### config.mk
export PLATFORM = sky130hd
export DESIGN_NAME = apb_master_q
export DESIGN_NICKNAME = d
export VERILOG_FILES = /design/src/rtl/apb_master_q.sv
export SDC_FILE = /design/constraint.sdc
export NUM_CORES = 1
export LEC_CHECK = 0
export ABC_AREA = 1
export BUFFER_PORTS_ARGS = -buffer_cell sky130_fd_sc_hd__buf_2
export CAP_MARGIN = 15
export CORE_MARGIN = 3
export CORE_UTILIZATION = 40
export CTS_BUF_LIST = sky130_fd_sc_hd__clkbuf_16
export DETAILED_ROUTE_END_ITERATION = 10
export SETUP_SLACK_MARGIN = 0.2
export SYNTH_ARGS = -nofsm -noshare
export SYNTH_HDL_FRONTEND = slang
export SYNTH_SLANG_ARGS = --single-unit
### constraint.sdc
create_clock -name clk -period 11 [get_ports clk]
set_input_delay 0.55 -clock clk [delete_from_list [all_inputs] [get_ports clk]]
set_output_delay 0.55 -clock clk [all_outputs]
set_load 0.01 [all_outputs]
### src/rtl/apb_master_q.sv
// APB requester fed from a small command FIFO. Each queued command becomes one
// SETUP/ACCESS transfer and ends in a one-cycle response pulse, or a timeout abort.
module apb_master_q #(
  parameter int unsigned ADDR_W  = 32,
  parameter int unsigned DATA_W  = 32,
  parameter int unsigned DEPTH   = 4,
  parameter int unsigned TIMEOUT = 16
) (
  input  logic                clk,
  input  logic                reset,
  input  logic                cmd_valid_i,
  output logic                cmd_ready_o,
  input  logic                cmd_write_i,
  input  logic [ADDR_W-1:0]   cmd_addr_i,
  input  logic [DATA_W-1:0]   cmd_wdata_i,
  input  logic [DATA_W/8-1:0] cmd_strb_i,
  output logic                psel_o,
  output logic                penable_o,
  output logic                pwrite_o,
  output logic [ADDR_W-1:0]   paddr_o,
  output logic [DATA_W-1:0]   pwdata_o,
  output logic [DATA_W/8-1:0] pstrb_o,
  input  logic [DATA_W-1:0]   prdata_i,
  input  logic                pready_i,
  input  logic                pslverr_i,
  output logic                rsp_valid_o,
  output logic [DATA_W-1:0]   rsp_rdata_o,
  output logic                rsp_err_o,
  output logic                rsp_timeout_o
);

  localparam int unsigned StrbW    = DATA_W / 8;
  localparam int unsigned PtrW     = $clog2(DEPTH);
  localparam int unsigned CntW     = PtrW + 1;
  localparam int unsigned EntW     = 1 + ADDR_W + DATA_W + StrbW;
  localparam int unsigned WaitW    = (TIMEOUT > 0) ? $clog2(TIMEOUT + 1) : 1;
  localparam int unsigned WaitLast = (TIMEOUT > 0) ? TIMEOUT - 1 : 0;

  typedef enum logic [1:0] {StIdle, StSetup, StAccess} state_e;

  state_e            state_q, state_d;
  logic [EntW-1:0]   mem_q [DEPTH];
  logic [PtrW-1:0]   wr_ptr_q, wr_ptr_d;
  logic [PtrW-1:0]   rd_ptr_q, rd_ptr_d;
  logic [CntW-1:0]   count_q, count_d;
  logic              ready_q, ready_d;
  logic [WaitW-1:0]  wait_q, wait_d;

  logic              pwrite_q, pwrite_d;
  logic [ADDR_W-1:0] paddr_q, paddr_d;
  logic [DATA_W-1:0] pwdata_q, pwdata_d;
  logic [StrbW-1:0]  pstrb_q, pstrb_d;

  logic              rsp_valid_q, rsp_valid_d;
  logic [DATA_W-1:0] rsp_rdata_q, rsp_rdata_d;
  logic              rsp_err_q, rsp_err_d;
  logic              rsp_timeout_q, rsp_timeout_d;

  logic              push, pop, queue_empty, done, timed_out;
  logic              head_write;
  logic [ADDR_W-1:0] head_addr;
  logic [DATA_W-1:0] head_wdata;
  logic [StrbW-1:0]  head_strb;

  assign push        = cmd_valid_i & ready_q;
  assign queue_empty = (count_q == '0);
  assign {head_write, head_addr, head_wdata, head_strb} = mem_q[rd_ptr_q];

  // Storage needs no reset: entries are only read once count_q says they are valid.
  always_ff @(posedge clk) begin
    if (push) begin
      mem_q[wr_ptr_q] <= {cmd_write_i, cmd_addr_i, cmd_wdata_i, cmd_strb_i};
    end
  end

  always_comb begin
    state_d   = state_q;
    wait_d    = wait_q;
    pop       = 1'b0;
    done      = 1'b0;
    timed_out = 1'b0;
    unique case (state_q)
      StIdle: begin
        if (!queue_empty) begin
          pop     = 1'b1;
          state_d = StSetup;
        end
      end
      StSetup: state_d = StAccess;
      StAccess: begin
        // A ready completer wins over a timeout landing in the same cycle.
        if (pready_i) begin
          done = 1'b1;
        end else if ((TIMEOUT > 0) && (wait_q == WaitW'(WaitLast))) begin
          timed_out = 1'b1;
        end else begin
          wait_d = wait_q + WaitW'(1);
        end
        if (done || timed_out) begin
          if (!queue_empty) begin
            pop     = 1'b1;
            state_d = StSetup;
          end else begin
            state_d = StIdle;
          end
        end
      end
      default: state_d = StIdle;
    endcase
    if (pop) begin
      wait_d = '0;
    end
  end

  always_comb begin
    wr_ptr_d = wr_ptr_q;
    rd_ptr_d = rd_ptr_q;
    count_d  = count_q;
    if (push) begin
      wr_ptr_d = wr_ptr_q + PtrW'(1);
    end
    if (pop) begin
      rd_ptr_d = rd_ptr_q + PtrW'(1);
    end
    case ({push, pop})
      2'b10:   count_d = count_q + CntW'(1);
      2'b01:   count_d = count_q - CntW'(1);
      default: count_d = count_q;
    endcase
    // Ready follows the post-edge occupancy only, so a pop never unblocks a full queue early.
    ready_d = (count_d != CntW'(DEPTH));
  end

  always_comb begin
    pwrite_d      = pwrite_q;
    paddr_d       = paddr_q;
    pwdata_d      = pwdata_q;
    pstrb_d       = pstrb_q;
    rsp_valid_d   = 1'b0;
    rsp_rdata_d   = rsp_rdata_q;
    rsp_err_d     = rsp_err_q;
    rsp_timeout_d = rsp_timeout_q;
    if (pop) begin
      pwrite_d = head_write;
      paddr_d  = head_addr;
      pwdata_d = head_wdata;
      pstrb_d  = head_write ? head_strb : '0;
    end
    if (done) begin
      rsp_valid_d   = 1'b1;
      rsp_rdata_d   = pwrite_q ? '0 : prdata_i;
      rsp_err_d     = pslverr_i;
      rsp_timeout_d = 1'b0;
    end else if (timed_out) begin
      rsp_valid_d   = 1'b1;
      rsp_rdata_d   = '0;
      rsp_err_d     = 1'b1;
      rsp_timeout_d = 1'b1;
    end
  end

  always_ff @(posedge clk or negedge reset) begin
    if (!reset) begin
      state_q       <= StIdle;
      wr_ptr_q      <= '0;
      rd_ptr_q      <= '0;
      count_q       <= '0;
      ready_q       <= 1'b0;
      wait_q        <= '0;
      pwrite_q      <= 1'b0;
      paddr_q       <= '0;
      pwdata_q      <= '0;
      pstrb_q       <= '0;
      rsp_valid_q   <= 1'b0;
      rsp_rdata_q   <= '0;
      rsp_err_q     <= 1'b0;
      rsp_timeout_q <= 1'b0;
    end else begin
      state_q       <= state_d;
      wr_ptr_q      <= wr_ptr_d;
      rd_ptr_q      <= rd_ptr_d;
      count_q       <= count_d;
      ready_q       <= ready_d;
      wait_q        <= wait_d;
      pwrite_q      <= pwrite_d;
      paddr_q       <= paddr_d;
      pwdata_q      <= pwdata_d;
      pstrb_q       <= pstrb_d;
      rsp_valid_q   <= rsp_valid_d;
      rsp_rdata_q   <= rsp_rdata_d;
      rsp_err_q     <= rsp_err_d;
      rsp_timeout_q <= rsp_timeout_d;
    end
  end

  assign cmd_ready_o   = ready_q;
  assign psel_o        = (state_q != StIdle);
  assign penable_o     = (state_q == StAccess);
  assign pwrite_o      = pwrite_q;
  assign paddr_o       = paddr_q;
  assign pwdata_o      = pwdata_q;
  assign pstrb_o       = pstrb_q;
  assign rsp_valid_o   = rsp_valid_q;
  assign rsp_rdata_o   = rsp_rdata_q;
  assign rsp_err_o     = rsp_err_q;
  assign rsp_timeout_o = rsp_timeout_q;

endmodule

==> run metrics, run 1 <==
die height=203 µm; Die X-Extent=203 µm; sequential share of power=0.411; synth unique cells=31; Clock Tree Buf Depth=3; CP endpoint=cmd_ready_o; relative slew slack=0.319; initial antenna violation count=10; worst-margin pin slew=1.02 ns; share of post-route cells with drive strength above 1=0.194; most common cell after layout, fill and taps aside=nand2_1; sequential fraction of the synthesis area=0.726; P_sw=1.93 mW; # port buffers=212; P_leak=7.83 nW; HPWL Detailed=20.2 mm; CP startpoint kind=flip-flop; cells along the critical path=ha_1, nand2_1, nor2_1, ha_1, nor2_4, nand2_4, inv_4, nor2_8, buf_4, ha_1, inv_1, fa_1, inv_1, nand2_1, nand3_1, xor2_1, nand2_1; CTS sink count=395; core area=37900 µm²; Hold Crit Class=input pin to async pin; router iterations before antenna repair=4; Initial DRC Count=495; Clock Tree Root=clkbuf_16; R2R setup slack=7.67 ns; final wirelength=34.8 mm; DR vias/cell=4.74; CTS tree=yes; Cell Int Power=3.42 mW; first-pass GRT wire length=55.6 mm; CP max-delay cell=buf_4; nets=1673; CP top delay family=adder cells; Syn. warnings=0; Net Sw Frac=0.361; Overall Global Routing Usage=0.170; # Post-CTS Setup Buffers=0; Crit Path Max Fanout=71; vias in the first global route=10.0k; Clk pwr share=0.266; I/O pin cnt=213; most frequent cells in the layout=nand2_1, edfxtp_1, nor2_1; Max VDD drop=0.178 mV; post-route clock period utilization=0.302; DRT antenna net count=0; Clock Skew=0.0252 ns; #FFs+latches synth=395; CP Data Required Time=11.41 ns; total power=5.35 mW; max frequency=0.301 GHz; Pwr Density=292 nW/µm²; status=finished, final reports clean; Num CTS Buffers=43; crit path kind=flip-flop to flip-flop; Area Growth Syn to Fin=18.2%; Comb power frac=0.323; grt ovf=0; Slew Viols, Final=0; Setup Total Neg Slack=0 ns; # setup viols final=0; crit-path max cell delay=0.70 ns; # fillers=3491; Starting Density=0.409; fin crit period=3.33 ns; Reg clk slew, reported paths=0.06 ns; r2r startpoint=wait_q[0]; r2r endpoint=cmd_ready_o; H-tree level count=2; clock latency on the worst-skew pair=0.55 ns; syn avg cell area=11.4 µm²; Reg2Reg Depth=17; RSZ-0062 raised after global routing=false; hold_buf cts=0; cell taking the most area after synthesis=edfxtp_1; detailed-route via count=9991; cells after synthesis=1358; worst path arrival time=3.74 ns; area share of the largest cell type after synthesis=0.534; # resized after CTS=0; CP endpoint kind=flip-flop; Crit. Startpoint=wait_q[0]; max cap viols=0; DRC Markers=0; Syn Nets=1472; largest net degree at the start of global routing=97; routability cong.=0.743; critical path buffer and inverter count=4; area of the mapped netlist=15500 µm²; WL/cell=16.5 µm; top cells by area, synth=edfxtp_1, dfrtp_1, nand2_1; Rows=71; die footprint=41200 µm²; cell count along the critical path=17; Final Hold Fails=0
cell families after synthesis:
logic type / Yosys count / synth area share
AOI/OAI and AO/OA: 170 / 0.0553
adders and majority gates: 8 / 0.00694
xor gates and xnor gates: 6 / 0.00339
buffers and inverters: 113 / 0.0399
and+or+nand+nor: 666 / 0.168
DFF: 395 / 0.726
registers in the layout (all words and copies together) (netlist names), 2 cells and up:
name and cells:
pstrb_o 4, mem_q 276, wait_q 5, count_q 3, state_q 2, pwdata_o 32
wr_ptr_q 2, paddr_o 32, rsp_rdata_o 32, rd_ptr_q 2
power by group through the flow:
stage / clock network [mW] / logic [mW] / registers [mW]
6_report: 1.42 / 1.73 / 2.20
3_5_place_dp: 0 / 1.77 / 2.23
3_3_place_gp: 0 / 1.74 / 2.22
5_1_grt: 1.53 / 2.00 / 2.24
2_1_floorplan: 0 / 1.17 / 2.28
4_1_cts: 1.46 / 1.78 / 2.20
area by class of cell:
| type | instances | area (µm²) | share of cell area |
|---|---|---|---|
| Tap cell | 511 | 639 | 0.0349 |
| Sequential cell | 395 | 11300 | 0.615 |
| Multi-Input combinational cell | 850 | 3650 | 0.199 |
| Timing Repair Buffer | 225 | 1160 | 0.0635 |
| Clock buffer | 46 | 1150 | 0.0628 |
| Antenna cell | 2 | 5.00 | 0.000273 |
| Clock inverter | 34 | 274 | 0.0149 |
| Inverter | 44 | 174 | 0.00948 |
synth_stat cells:
master,instances
buf_2,11
nand2_2,1
nor2_1,264
inv_1,37
o21ai_0,120
dfrtp_1,119
nand3_1,20
xor2_1,4
nor2_8,2
nand3_4,1
o22a_1,1
buf_4,17
nor2_4,2
buf_8,1
xnor2_1,2
buf_6,13
inv_2,5
clkbuf_2,3
edfxtp_1,276
o31ai_1,1
inv_4,2
nand4_1,1
a21oi_1,3
o21ai_1,44
fa_1,1
ha_1,7
o22ai_1,1
buf_1,3
clkbuf_1,21
nand2_4,2
nand2_1,373
through the flow:
stage / setup slack [ns] / area, µm² / utilization / hold WS [ns] / std cells
2_1_floorplan: 6.89 / 15500 / - / 0.254 / 1358
5_1_grt: 7.38 / 18300 / 0.483 / 0.0804 / 2106
3_3_place_gp: 7.70 / 16900 / 0.446 / 0.459 / 2025
4_1_cts: 7.61 / 18300 / 0.483 / 0.0426 / 2105
3_5_place_dp: 7.62 / 16900 / 0.446 / 0.460 / 2025
6_report: 7.67 / 18300 / 0.483 / 0.0310 / 2107
per-layer routing:
layer	track usage	share of wire	vias to the layer above
met5	0	0.0028	-
met1	0.220	0.43	4767
met4	0.0418	0.017	16
met3	0.0454	0.063	63
li1	-	-	4928
met2	0.288	0.48	217
worst reg2reg max path, cell delays in order (launching register included):
cell     delay (ns)
dfrtp_1        0.41
ha_1           0.21
nand2_1        0.06
nor2_1         0.10
ha_1           0.23
nor2_4         0.08
nand2_4        0.09
inv_4          0.05
nor2_8         0.09
buf_4          0.70
ha_1           0.31
inv_1          0.07
fa_1           0.37
inv_1          0.06
nand2_1        0.04
nand3_1        0.08
xor2_1         0.18
nand2_1        0.07
how the worst min path moves through the flow:
stage,to,slack (ns),cells past startpoint
6_report,rsp_rdata_o[27],0.03,1
5_1_grt,rsp_rdata_o[27],0.08,1
4_1_cts,paddr_o[22],0.04,1
3_5_place_dp,paddr_o[6],0.46,2
3_3_place_gp,pwdata_o[31],0.46,2
2_1_floorplan,cmd_ready_o,0.25,0
(Power assumes the default switching activity.)
==> inputs of run 2 (changes only) <==
clock period = 3.4 ns   (was 11 ns; I/O delays follow)
==> run metrics, run 2 (same netlist as run 1, synthesis figures left out) <==
detailed-route via count=10.5k (+5.1%); router iterations before antenna repair=5 (+1); Max VDD drop=0.586 mV (+230%); max frequency=0.396 GHz (+32%); critical path buffer and inverter count=2 (-2); CTS sink count=395 (unchanged); max reg flops=276 (unchanged); CP endpoint kind=flip-flop; vias in the first global route=10.5k (+4.7%); hold_buf cts=104 (+104); grt ovf=0 (unchanged); Crit Path Max Fanout=5 (-93%); post-route clock period utilization=0.743 (+0.441); # Post-CTS Setup Buffers=0 (unchanged); Die X-Extent=203 µm (unchanged); CTS tree=yes; CP max-delay cell=dfrtp_1; Rows=71 (unchanged); max cap viols=0 (unchanged); grt met2 use=0.301 (+0.0136); Final Cell Area=19400 µm² (+6.0%); routability cong.=0.774 (+4.2%); P_leak=8.29 nW (+5.9%); first-pass GRT wire length=57.8 mm (+3.9%); relative slew slack=0.316 (-0.00360); I/O pin cnt=213 (unchanged); cells along the critical path=ha_1, nand2_1, nor2_1, ha_1, nor2_4, nand2_4, inv_4, nor2_8, ha_1, inv_1, fa_1, o21ai_0, nor2_1, nand2_1; DR vias/cell=4.75 (about the same); Starting Density=0.409 (unchanged); M3 GR Usage=0.0350 (-0.0104); die footprint=41200 µm² (unchanged); status=finished, final reports clean; worst path arrival time=3.01 ns (-0.73 ns); nets=1782 (+6.5%); DRT antenna net count=0 (unchanged); Hold Crit Class=input pin to async pin; Core Util, Final=0.512 (+0.0289); RSZ-0062 raised after global routing=false; hold slack=0.176 ns (+0.145 ns); clock latency on the worst-skew pair=0.55 ns (about the same); crit path kind=flip-flop to flip-flop; Clock Tree Buf Depth=3 (unchanged); # port buffers=212 (unchanged); # setup viols final=0 (unchanged); Slew Viols, Final=0 (unchanged); grt met1 use=0.227 (+0.00710); Final Hold Fails=0 (unchanged); H-tree level count=2 (unchanged); CP startpoint kind=flip-flop; Clock Skew=0.0138 ns (-0.0114 ns); final wirelength=36.4 mm (+4.6%); crit-path max cell delay=0.41 ns (-0.29 ns); HPWL Detailed=19.9 mm (-1.6%); core area=37900 µm² (unchanged); worst-margin pin slew=1.03 ns (+0.00653 ns); Num CTS Buffers=43 (unchanged); share of post-route cells with drive strength above 1=0.183 (-0.0111); Reg with most FFs=mem_q; most frequent cells in the layout=nand2_1, edfxtp_1, nor2_1; initial antenna violation count=2 (-8); Initial DRC Count=616 (+24%); Area Growth Syn to Fin=25.3%; Clock Tree Root=clkbuf_16; Pwr Density=897 nW/µm² (+210%); WL/cell=16.5 µm (-0.44%); Overall Global Routing Usage=0.177 (+0.00689); CP most frequent cell=ha_1; CP Data Required Time=3.88 ns (-7.53 ns); most used routing layer=met2; die height=203 µm (unchanged); fin crit period=2.53 ns (-0.798 ns); DP Area=17000 µm² (+0.81%); # resized after CTS=0 (unchanged); Reg clk slew, reported paths=0.06 ns (about the same); DRC Markers=0 (unchanged); most common cell after layout, fill and taps aside=nand2_1; CP top delay family=adder cells; largest net degree at the start of global routing=84 (-13%)
==> run 2: cell types whose count changed in the layout (fill, tap and decap cells not counted), sizes merged <==
cell         change
buf              +5
dlygate4sd3    +104
diode            -1
clkinvlp         -2
clkbuf           -3
inv              +3
==> run 2: per-stage QoR <==
step / TNS (ns) / std cells / worst slack (ns) / power, mW
detailed placement: 0 / 2030 / 0.900 / 13.1
floorplan: -82.40 / 1358 / -0.602 / 11.2
finish: 0 / 2213 / 0.873 / 17.4
CTS: 0 / 2212 / 0.875 / 17.7
global placement: 0 / 2030 / 0.970 / 13.0
global route: 0 / 2212 / 0.618 / 18.7
==> run 2: worst register-to-register path: cells and delay by family, from the launching register on <==
kind / cells / cell delay (ns)
compound gates: 1 / 0.24
buf+inv: 2 / 0.18
simple gates: 7 / 0.60
flops: 1 / 0.41
fa+ha+maj: 4 / 1.04
==> run 2: final timing paths <==
kind | from | to | slack, ns | cells after the start
setup / recovery | wait_q[0] | cmd_ready_o | 0.87 | 14
setup reg to reg | wait_q[0] | cmd_ready_o | 0.87 | 14
max in group asynchronous | reset | paddr_o[1] | 2.42 | 3
hold reg to reg | pwdata_o[24] | pwdata_o[24] | 0.47 | 2
hold / removal | reset | rsp_rdata_o[18] | 0.18 | 2
min in group clk | cmd_valid_i | wr_ptr_q[0] | 0.32 | 3
==> run 2: layout make-up <==
cell class / count / area [µm²]
Timing Repair Buffer: 334 / 2340
Clock inverter: 35 / 269
Sequential cell: 395 / 11300
Clock buffer: 43 / 1080
Antenna cell: 1 / 2.50
Multi-Input combinational cell: 850 / 3650
Fill cell: 3350 / 18500
Inverter: 44 / 174
Tap cell: 511 / 639
==> run 2: routing by layer <==
metal | share of wire | routed length, µm
met1 | 0.44 | 16100
met2 | 0.48 | 17400
met3 | 0.055 | 2010
met4 | 0.026 | 940
met5 | 0.00036 | 13
==> run 2: where the power goes <==
part / total (mW) / internal, mW / switching [mW]
Sequential: 7.07 / 6.54 / 0.529
Clock: 4.43 / 2.61 / 1.83
Combinational: 5.93 / 1.94 / 3.98
Total: 17.4 / 11.1 / 6.34
